## config.mk

```make
export PLATFORM = sky130hd
export DESIGN_NAME = pipe_ctrl
export DESIGN_NICKNAME = d
export VERILOG_FILES = /design/src/rtl/bexkat1Def.sv /design/src/rtl/pipe_timeout.sv /design/src/rtl/pipe_ctrl.sv
export SDC_FILE = /design/constraint.sdc
export NUM_CORES = 1
export LEC_CHECK = 0
export CORE_MARGIN = 5
export CORE_UTILIZATION = 46
export DETAILED_ROUTE_END_ITERATION = 12
export HOLD_SLACK_MARGIN = 0.15
export PLACE_DENSITY_LB_ADDON = 0.05
export SYNTH_ARGS = -nofsm -noshare
export SYNTH_HDL_FRONTEND = slang
export SYNTH_SLANG_ARGS = --single-unit
```

## constraint.sdc

```tcl
create_clock -name clk_i -period 1.8 [get_ports clk_i]
set_input_delay 0.36 -clock clk_i [delete_from_list [all_inputs] [get_ports clk_i]]
set_output_delay 0.36 -clock clk_i [all_outputs]
set_load 0.005 [all_outputs]
```

## src/rtl/bexkat1Def.sv

```systemverilog
// -----------------------------------------------------------------------------
// bexkat1Def -- shared definitions for the pipeline control block.
//   pipe_state_t   : controller state encoding (also visible on state_o)
//   PC_SEQ/PC_BRANCH/PC_EXC : pc_sel encodings for the PC source mux
//   MEMWAIT_LIMIT  : data-bus wait cycles tolerated before a bus error
//   DRAIN_CYCLES   : pipeline drain cycles between exception entry and vector
// -----------------------------------------------------------------------------
package bexkat1Def;

   typedef enum logic [2:0] {
      S_RUN       = 3'd0,
      S_EXC_DRAIN = 3'd1,
      S_EXC_VEC   = 3'd2,
      S_BUSERR    = 3'd3
   } pipe_state_t;

   localparam logic [1:0] PC_SEQ    = 2'd0;
   localparam logic [1:0] PC_BRANCH = 2'd1;
   localparam logic [1:0] PC_EXC    = 2'd2;

   localparam int WAIT_W  = 8;
   localparam int DRAIN_W = 2;

   localparam logic [WAIT_W-1:0]  MEMWAIT_LIMIT = 8'd255;
   localparam logic [DRAIN_W-1:0] DRAIN_CYCLES  = 2'd2;

endpackage

```

## src/rtl/pipe_timeout.sv

```systemverilog
// -----------------------------------------------------------------------------
// pipe_timeout -- data-bus wait watchdog.
// Counts consecutive mem_wait cycles and flags the cycle in which the count
// has already reached MEMWAIT_LIMIT while the bus is still stalled.
//   clk_i     in  clock
//   rst_i     in  synchronous active-high reset (clears the count)
//   mem_wait  in  data bus is stalled this cycle
//   limit_hit out stall has lasted past MEMWAIT_LIMIT cycles
// -----------------------------------------------------------------------------
module pipe_timeout
   import bexkat1Def::*;
(
   input  logic clk_i,
   input  logic rst_i,
   input  logic mem_wait,
   output logic limit_hit
);

   logic [WAIT_W-1:0] wait_cnt;

   // The count wraps to 0 on the limit cycle, so a bus that stays stuck
   // re-arms the timeout instead of saturating.
   always_ff @(posedge clk_i) begin
      // NOTE: sequential state uses non-blocking assignments so every
      // register samples the pre-edge values of its inputs.
      if (rst_i) begin
         wait_cnt <= '0;
      end else if (mem_wait) begin
         wait_cnt <= wait_cnt + 1'b1;
      end else begin
         wait_cnt <= '0;
      end
   end

   assign limit_hit = mem_wait && (wait_cnt == MEMWAIT_LIMIT);

endmodule

```

## src/rtl/pipe_ctrl.sv

```systemverilog
// -----------------------------------------------------------------------------
// pipe_ctrl -- 5-stage pipeline sequencing controller.
// Produces register-advance enables, bubble clears and the PC source select
// from hazard, bus, branch and exception requests.
//   clk_i, rst_i            clock, synchronous active-high reset
//   load_stall              load-use hazard stall
//   if_ack_i                instruction fetch complete
//   mem_req, mem_ack_i      MEM stage data-bus request / acknowledge
//   exe_branch              taken branch/jump resolved in EXE
//   exc_req                 exception/interrupt pending (level)
//   pc_en .. memwb_en       pipeline register advance enables
//   ifid_clr, idex_clr      load a NOP into IF/ID, ID/EX (only while enabled)
//   pc_sel                  PC_SEQ / PC_BRANCH / PC_EXC
//   exc_ack                 pulse when the exception vector is taken
//   bus_err                 pulse when a data-bus timeout is reported
//   state_o                 current controller state (debug)
// -----------------------------------------------------------------------------
module pipe_ctrl
   import bexkat1Def::*;
(
   input  logic       clk_i,
   input  logic       rst_i,
   input  logic       load_stall,
   input  logic       if_ack_i,
   input  logic       mem_req,
   input  logic       mem_ack_i,
   input  logic       exe_branch,
   input  logic       exc_req,
   output logic       pc_en,
   output logic       ifid_en,
   output logic       idex_en,
   output logic       exmem_en,
   output logic       memwb_en,
   output logic       ifid_clr,
   output logic       idex_clr,
   output logic [1:0] pc_sel,
   output logic       exc_ack,
   output logic       bus_err,
   output logic [2:0] state_o
);

   pipe_state_t        state, state_nxt;
   logic [DRAIN_W-1:0] drain_cnt, drain_nxt;
   logic               mem_wait;
   logic               limit_hit;

   assign mem_wait = mem_req & ~mem_ack_i;
   assign state_o  = state;

   pipe_timeout u_timeout (
      .clk_i     (clk_i),
      .rst_i     (rst_i),
      .mem_wait  (mem_wait),
      .limit_hit (limit_hit)
   );

   always_ff @(posedge clk_i) begin
      if (rst_i) begin
         state     <= S_RUN;
         drain_cnt <= '0;
      end else begin
         state     <= state_nxt;
         drain_cnt <= drain_nxt;
      end
   end

   always_comb begin
      // NOTE: every output and next-state variable gets a default first, so
      // no path through the branches below can infer a latch.
      state_nxt = state;
      drain_nxt = drain_cnt;
      pc_en     = 1'b0;
      ifid_en   = 1'b0;
      idex_en   = 1'b0;
      exmem_en  = 1'b0;
      memwb_en  = 1'b0;
      ifid_clr  = 1'b0;
      idex_clr  = 1'b0;
      pc_sel    = PC_SEQ;
      exc_ack   = 1'b0;
      bus_err   = 1'b0;

      if (rst_i) begin
         // Pipeline frozen with bubbles requested; registers reset on the edge.
         ifid_clr = 1'b1;
         idex_clr = 1'b1;
      end else if (mem_wait) begin
         // Whole pipe freezes while the data bus stalls; only a timeout moves on.
         if (limit_hit) begin
            state_nxt = S_BUSERR;
         end
      end else begin
         case (state)
            S_RUN: begin
               pc_en    = 1'b1;
               ifid_en  = 1'b1;
               idex_en  = 1'b1;
               exmem_en = 1'b1;
               memwb_en = 1'b1;
               if (exc_req) begin
                  // Exception wins over a coincident branch: its target is
                  // dropped and the fetched shadow instruction is flushed.
                  pc_en     = 1'b0;
                  ifid_clr  = 1'b1;
                  drain_nxt = DRAIN_CYCLES;
                  state_nxt = S_EXC_DRAIN;
               end else if (exe_branch) begin
                  pc_sel   = PC_BRANCH;
                  ifid_clr = 1'b1;
                  idex_clr = 1'b1;
               end else if (load_stall) begin
                  // Hold PC and IF/ID, inject a bubble into EX.
                  pc_en    = 1'b0;
                  ifid_en  = 1'b0;
                  idex_clr = 1'b1;
               end else if (!if_ack_i) begin
                  pc_en    = 1'b0;
                  ifid_clr = 1'b1;
               end
            end

            S_EXC_DRAIN: begin
               ifid_en  = 1'b1;
               idex_en  = 1'b1;
               exmem_en = 1'b1;
               memwb_en = 1'b1;
               ifid_clr = 1'b1;
               idex_clr = 1'b1;
               if (drain_cnt <= DRAIN_W'(1)) begin
                  drain_nxt = '0;
                  state_nxt = S_EXC_VEC;
               end else begin
                  drain_nxt = drain_cnt - 1'b1;
               end
            end

            S_EXC_VEC: begin
               pc_sel    = PC_EXC;
               pc_en     = 1'b1;
               ifid_en   = 1'b1;
               idex_en   = 1'b1;
               exmem_en  = 1'b1;
               memwb_en  = 1'b1;
               ifid_clr  = 1'b1;
               exc_ack   = 1'b1;
               state_nxt = S_RUN;
            end

            S_BUSERR: begin
               // Retire the faulting access without writing back, flush the
               // front end, then enter the exception drain.
               bus_err   = 1'b1;
               ifid_en   = 1'b1;
               idex_en   = 1'b1;
               exmem_en  = 1'b1;
               ifid_clr  = 1'b1;
               idex_clr  = 1'b1;
               drain_nxt = DRAIN_CYCLES;
               state_nxt = S_EXC_DRAIN;
            end

            default: begin
               state_nxt = S_RUN;
               drain_nxt = '0;
            end
         endcase
      end
   end

endmodule

```

==> out/qor.txt, run 1 <==
status: finished with violations
failing checks: negative setup slack
crit share post-route: 107%
largest net degree at the start of global routing: 8
Starting Density: 50.0%
# hold bufs at CTS: 0
Mean Syn Cell Area: 8.20 um^2
PortBufs: 20
Via density: 5.71
Final Hold Fails: 0
initial antenna violation count: 0
overall die height: 50.9 um
Post-Synthesis Cells: 94
H-tree Lvls: 1
PwrDens: 783 nW/um^2
post-detailed-route count of antenna-violating nets: 0
P&R area growth vs syn: 67.0%
yosys warns: 0
Clock Power Share: 21.4%
#FFs+latches synth: 12
Final Worst Setup Slack: -125 ps
share of cells above drive strength 1: 41.3%
Startpoint Class: primary input
total power: 1.01 mW
Clock Latency Late Sink: 270 ps
Worst VDD drop: 662 uV
CTS buffer count: 3
worst endpoint required time: 1440 ps
Hold WC Path Type: reg -> reg
sequential power share: 30.7%
final setup fails: 3
GRT Total Usage: 16.2%
fmax: 519 MHz
Final Critical Period: 1920 ps
1st-iter DRT viols: 24
Synth Cell Area: 771 um^2
CTS tree: yes
vias in the first global route: 793
core area: 1540 um^2
Setup Skew: 4.08 ps
Detailed Place HPWL: 1500 um
drt wl/cell: 16.3 um
Sink Count: 12
width of the die: 50.9 um
CP endpoint kind: primary output
DR pass1 iterations: 4
die area: 2590 um^2
vias: 879
Comb power frac: 47.9%
clk root buf: clkbuf_4
Slew Limit Fails: 0
leakage power: 0.593 nW
NumNets Final: 154
net switching fraction of the power: 32.6%
n_diodes: 0
cell internal pwr: 680 uW
max_cap viols: 0
WHS: 475 ps
total nets after synthesis: 109
io pins: 22
GRT overflow: 0
DRC: 0
first-pass GRT wire length: 3360 um
pre-CTS WS: -414 ps
sequential-to-total area share from yosys stat: 31.2%
drt total wl: 2500 um
Std-Cell Rows: 14
clock tree buffer depth: 2
RSZ-0062 raised after global routing: yes
Clock Pin Slew Worst Setup and Hold Paths: 70 ps
CP max FO: 4
CP Class: in -> out
synth unique cells: 33
Arr. time, crit path: 1560 ps
RePlAce Congestion: 0.710
FILL cells: 106
net switching power: 328 uW
-- stage by stage --
stage	std cells	instance area [um^2]	TNS, ps	utilization, %
after floorplan	94	771	0	-
after global placement	143	1090	-3810	70.6
after detailed placement	143	1090	-4120	70.6
after CTS	150	1190	-796	77.4
after global routing	154	1290	-549	83.5
final	154	1290	-187	83.5
-- path summary, 6_finish.rpt --
| kind | from | end | slack [ps] | depth (start not counted) |
|---|---|---|---|---|
| min | u_timeout.wait_cnt[0]$_SDFF_PP0_ | u_timeout.wait_cnt[0]$_SDFF_PP0_ | 470 | 1 |
| min reg2reg | u_timeout.wait_cnt[0]$_SDFF_PP0_ | u_timeout.wait_cnt[0]$_SDFF_PP0_ | 470 | 1 |
| max reg2reg | state_o[0]$_SDFFE_PP0P_ | drain_cnt[1]$_SDFFE_PP0P_ | 120 | 8 |
| max | load_stall | idex_clr | -120 | 5 |
-- state kept, by name, indices dropped and copies added (netlist names) --
signal,cells
u_timeout.wait_cnt,8
drain_cnt,2
state_o,2
-- synthesized netlist by cell type --
library cell  number  area (um^2)
o21bai_1           1         7.51
buf_4              2         15.0
or4_4              1         11.3
and3b_1            1         8.76
inv_1              3         11.3
a21oi_1            8         40.0
o41ai_1            1         8.76
a31oi_1            1         6.26
nor4bb_1           1         10.0
a41o_1             1         10.0
dfxtp_1           12          240
o21ai_0            4         20.0
nand2b_4           1         13.8
nand4_1            2         12.5
nor3_1             2         10.0
o31ai_1            2         15.0
and2_1             3         18.8
xnor2_1            1         8.76
nand2_1            5         18.8
nor2b_1            3         18.8
buf_6              1         11.3
nand2b_1           3         18.8
and3_1             1         6.26
nand3_1            4         20.0
conb_1             1         3.75
or3_1              2         12.5
xor2_1             2         17.5
or4_1              1         7.51
a31o_2             1         8.76
nor2_1            14         52.6
a311oi_2           1         15.0
ha_1               7         87.6
clkbuf_1           1         3.75
-- cells by family after synthesis --
family / Yosys count / synth area share [%]
flip-flops: 12 / 31.2
adder cells (fa/ha/maj): 7 / 11.4
other: 1 / 0.487
buffers and inverters: 7 / 5.36
XOR/XNOR: 3 / 3.41
AND/OR/NAND/NOR: 44 / 31.2
AO/OA/AOI/OAI: 20 / 17.0
-- routing by layer --
| layer | vias up | part of all wire [%] | global-route usage (%) |
|---|---|---|---|
| li1 | 418 | - | - |
| met1 | 412 | 39 | 17.5 |
| met2 | 36 | 54 | 31.2 |
| met3 | 13 | 3.8 | 2.62 |
| met4 | 0 | 3.6 | 5.11 |
| met5 | - | 0 | 0 |
-- layout make-up --
class	instances	area, um^2	area share (%)
multi-input cells	75	597	46.4
flip-flops and latches	12	248	19.2
inverters	3	16.3	1.26
clock buffers	4	36.3	2.82
repair buffers	44	370	28.8
well taps	16	20.0	1.55
-- worst max-delay path, cell delays in order --
cell and delay [ps]:
clkdlybuf4s50_1 490, nor2_1 150, o21ai_1 70, a31o_2 230, dlygate4sd2_1 250
-- layout by cell type, fill, tap and decap left out, types with 2 or more instances in the layout --
cell type and n:
nor2_1 11, nor2_4 2, nand2_1 5, dlymetal6s2s_1 3, clkbuf_2 2, xor2_1 2, clkbuf_4 3, ha_4 4
inv_4 2, dfxtp_4 2, and2_1 3, o31ai_1 2, nand4_1 2, nand2b_4 3, or3_1 2, ha_1 2
clkdlybuf4s50_1 4, nor3_1 2, dfxtp_1 10, buf_6 4, o21ai_0 2, a21oi_1 7, dlygate4sd2_1 8, buf_2 2
buf_4 21, nand3_1 4
-- what timing repair did --
item / 4_1_cts / 5_1_grt
setup buffers: 3 / 4
pin swaps: 3 / 4
cloned: 0 / 0
setup endpoints to repair: 11 / 8
resized for setup: 38 / 27
-- power groups by stage --
stage                     logic [mW]  registers (mW)  clock network, mW
after floorplan                0.151           0.304                  0
after global placement         0.325           0.300                  0
after detailed placement       0.330           0.303                  0
after CTS                      0.383           0.300              0.215
after global routing           0.524           0.312              0.237
final                          0.483           0.309              0.216
Note: power is estimated with default switching activity, not from simulation.
==> inputs of run 2 (changes only) <==
SYNTH_HIERARCHICAL = 1   (was default)
==> run 2 against run 1 <==
Effect of this change:
- the flow now finishes without violations
- core utilization shrank 10 points
- cell area down 5.2%
- routed wire length is 18% lower
- worst setup slack improved by 150 ps
- critical path depth is 1 higher
- final cell count unchanged
- critical endpoint unchanged
==> out/qor.txt, run 2 <==
most common cell in the synthesized netlist: dfxtp_1
GRT overflow: 0
commonest non-fill, non-tap cells in the layout: buf_4, nor2_1, dfxtp_1, clkdlybuf4s50_1, a21oi_1
RSZ-0062 raised after global routing: yes
Std-Cell Rows: 15
Commonest cells post-synth: dfxtp_1, nor2_1, a21oi_1
HP Start: u_timeout/wait_cnt[0]$_SDFF_PP0_
largest area contributor in the netlist: dfxtp_1
initial antenna violation count: 0
DR pass1 iterations: 4
PwrDens: 765 nW/um^2
CP Class: reg -> out
first-pass GRT wire length: 3640 um
drt total wl: 2060 um
overall die height: 51.3 um
Final Hold Fails: 0
Worst VDD drop: 576 uV
CP max FO: 4
Final Cell Area: 1220 um^2
leakage power: 0.550 nW
Synth Cell Area: 785 um^2
EDFF count, synth: 0
share of cells above drive strength 1: 39.4%
async set or reset register ratio after synthesis: 0%
post-detailed-route count of antenna-violating nets: 0
CP startpoint: state_o[0]$_SDFFE_PP0P_
Final Critical Period: 1780 ps
Detailed Place HPWL: 1480 um
top post-synthesis cells by area: dfxtp_1, ha_1, nor2_1
H-tree Lvls: 1
setup TNS: 0 ps
Reg with most FFs: u_timeout/wait_cnt
Arr. time, crit path: 1420 ps
Startpoint Class: register
Via density: 5.38
status: finished clean
synth unique cells: 33
Sink Count: 12
yosys warns: 6
drt wl/cell: 13.4 um
Mean Syn Cell Area: 8.17 um^2
vias in the first global route: 815
Hold WC Path Type: reg -> reg
RePlAce Congestion: 0.847
1st-iter DRT viols: 13
fmax: 563 MHz
NumNets Final: 153
largest net degree at the start of global routing: 10
Crit path largest cell delay: 360 ps
Setup Skew: 5.26 ps
CTS tree: yes
Clock Pin Slew Worst Setup and Hold Paths: 70 ps
fin util: 73.0%
crit share post-route: 98.6%
Clock Latency Late Sink: 270 ps
total nets after synthesis: 111
width of the die: 51.3 um
io pins: 22
Post-Synthesis Cells: 96
Yosys top cell area share: 30.6%
sequential-to-total area share from yosys stat: 30.6%
max reg flops: 8
P&R area growth vs syn: 55.5%
Reg2Reg Depth: 6
GRT Total Usage: 18.0%
crit-path cells: buf_6 > ha_4 > nor2_4 > o21ai_1 > a31o_2 > clkbuf_2
most common cell after layout, fill and taps aside: buf_4
Critical R2R Launch: state_o[1]$_SDFFE_PP0P_
Slew Limit Fails: 0
placed inst area: 1110 um^2
CTS buffer count: 3
max_cap viols: 0
Starting Density: 47.0%
worst endpoint required time: 1440 ps
core area: 1670 um^2
PortBufs: 20
CP endpoint kind: primary output
slowest cell on the critical path: dfxtp_4
vias: 829
final setup fails: 0
die area: 2630 um^2
clock tree buffer depth: 2
DRC: 0
clk root buf: clkbuf_4
Synth Flop Type: dfxtp_1
n_diodes: 0
#FFs+latches synth: 12
Hold Path Stages: 1
## run 2: changes by cell type in the layout (fill, tap and decap cells not counted), moves of 3 or more
| cell | before | now |
|---|---|---|
| clkdlybuf4s50_1 | 4 | 8 |
| buf_2 | 2 | 6 |
| dlymetal6s2s_1 | 3 | 0 |
| inv_1 | 0 | 5 |
| dlygate4sd2_1 | 8 | 1 |
| buf_4 | 21 | 15 |
## run 2: stage by stage
stage	total power [mW]	cells	hold slack, ps	setup WS, ps
global placement	0.655	148	448	-351
detailed placement	0.656	148	456	-386
finish	0.934	154	466	24.9
CTS	0.922	155	469	-138
floorplan	0.457	96	430	245
global route	1.00	154	498	-56.7
## run 2: path summary, 6_finish.rpt
check	to	slack, ps
max	idex_clr	20
max reg2reg	drain_cnt[0]$_SDFFE_PP0P_	110
min	u_timeout/wait_cnt[0]$_SDFF_PP0_	470
min reg2reg	u_timeout/wait_cnt[0]$_SDFF_PP0_	470
## run 2: final cells by class
| class | instances | area, um^2 |
|---|---|---|
| Inverter | 8 | 37.5 |
| Multi-Input combinational cell | 73 | 562 |
| Timing Repair Buffer | 40 | 318 |
| Fill cell | 139 | 450 |
| Sequential cell | 12 | 245 |
| Tap cell | 17 | 21.3 |
| Clock buffer | 4 | 36.3 |
## run 2: report_power, final
part	total [mW]	internal [mW]	switching, mW	leakage, nW
Clock	0.208	0.123	0.0847	0.0210
Combinational	0.419	0.234	0.185	0.430
Sequential	0.307	0.286	0.0207	0.0984
Total	0.934	0.643	0.291	0.550
## run 2: kinds of logic after synthesis
kind of cell	after synthesis	synth area share (%)
simple gates	39	27.4
other cells	1	0.478
fa+ha+maj	7	11.2
compound gates	23	19.1
xor+xnor	3	3.35
flops	12	30.6
buf+inv	11	7.82
## run 2: layer usage
metal | vias up | global-route usage [%] | wire length [um]
li1 | 420 | - | -
met1 | 394 | 22.9 | 948
met2 | 13 | 28.5 | 1020
met3 | 2 | 6.41 | 85
met4 | 0 | 5.24 | 7
met5 | - | 0 | 0
## run 2: repair_timing
item / in CTS / in global routing
endpoints found under the setup margin: 11 / 10
gates resized for setup: 50 / 16
hold buffers: 0 / 0
buffers inserted: 3 / 0
hold endpoints to repair: 0 / 0
pin swaps: 4 / 2
## run 2: critical path, delay by kind of cell (launching register included)
kind                     cells  cell delay [ps]
flip-flops                   1              360
AO/OA/AOI/OAI                2              310
buffers and inverters        2              230
adder cells (fa/ha/maj)      1              160
AND/OR/NAND/NOR              1              100
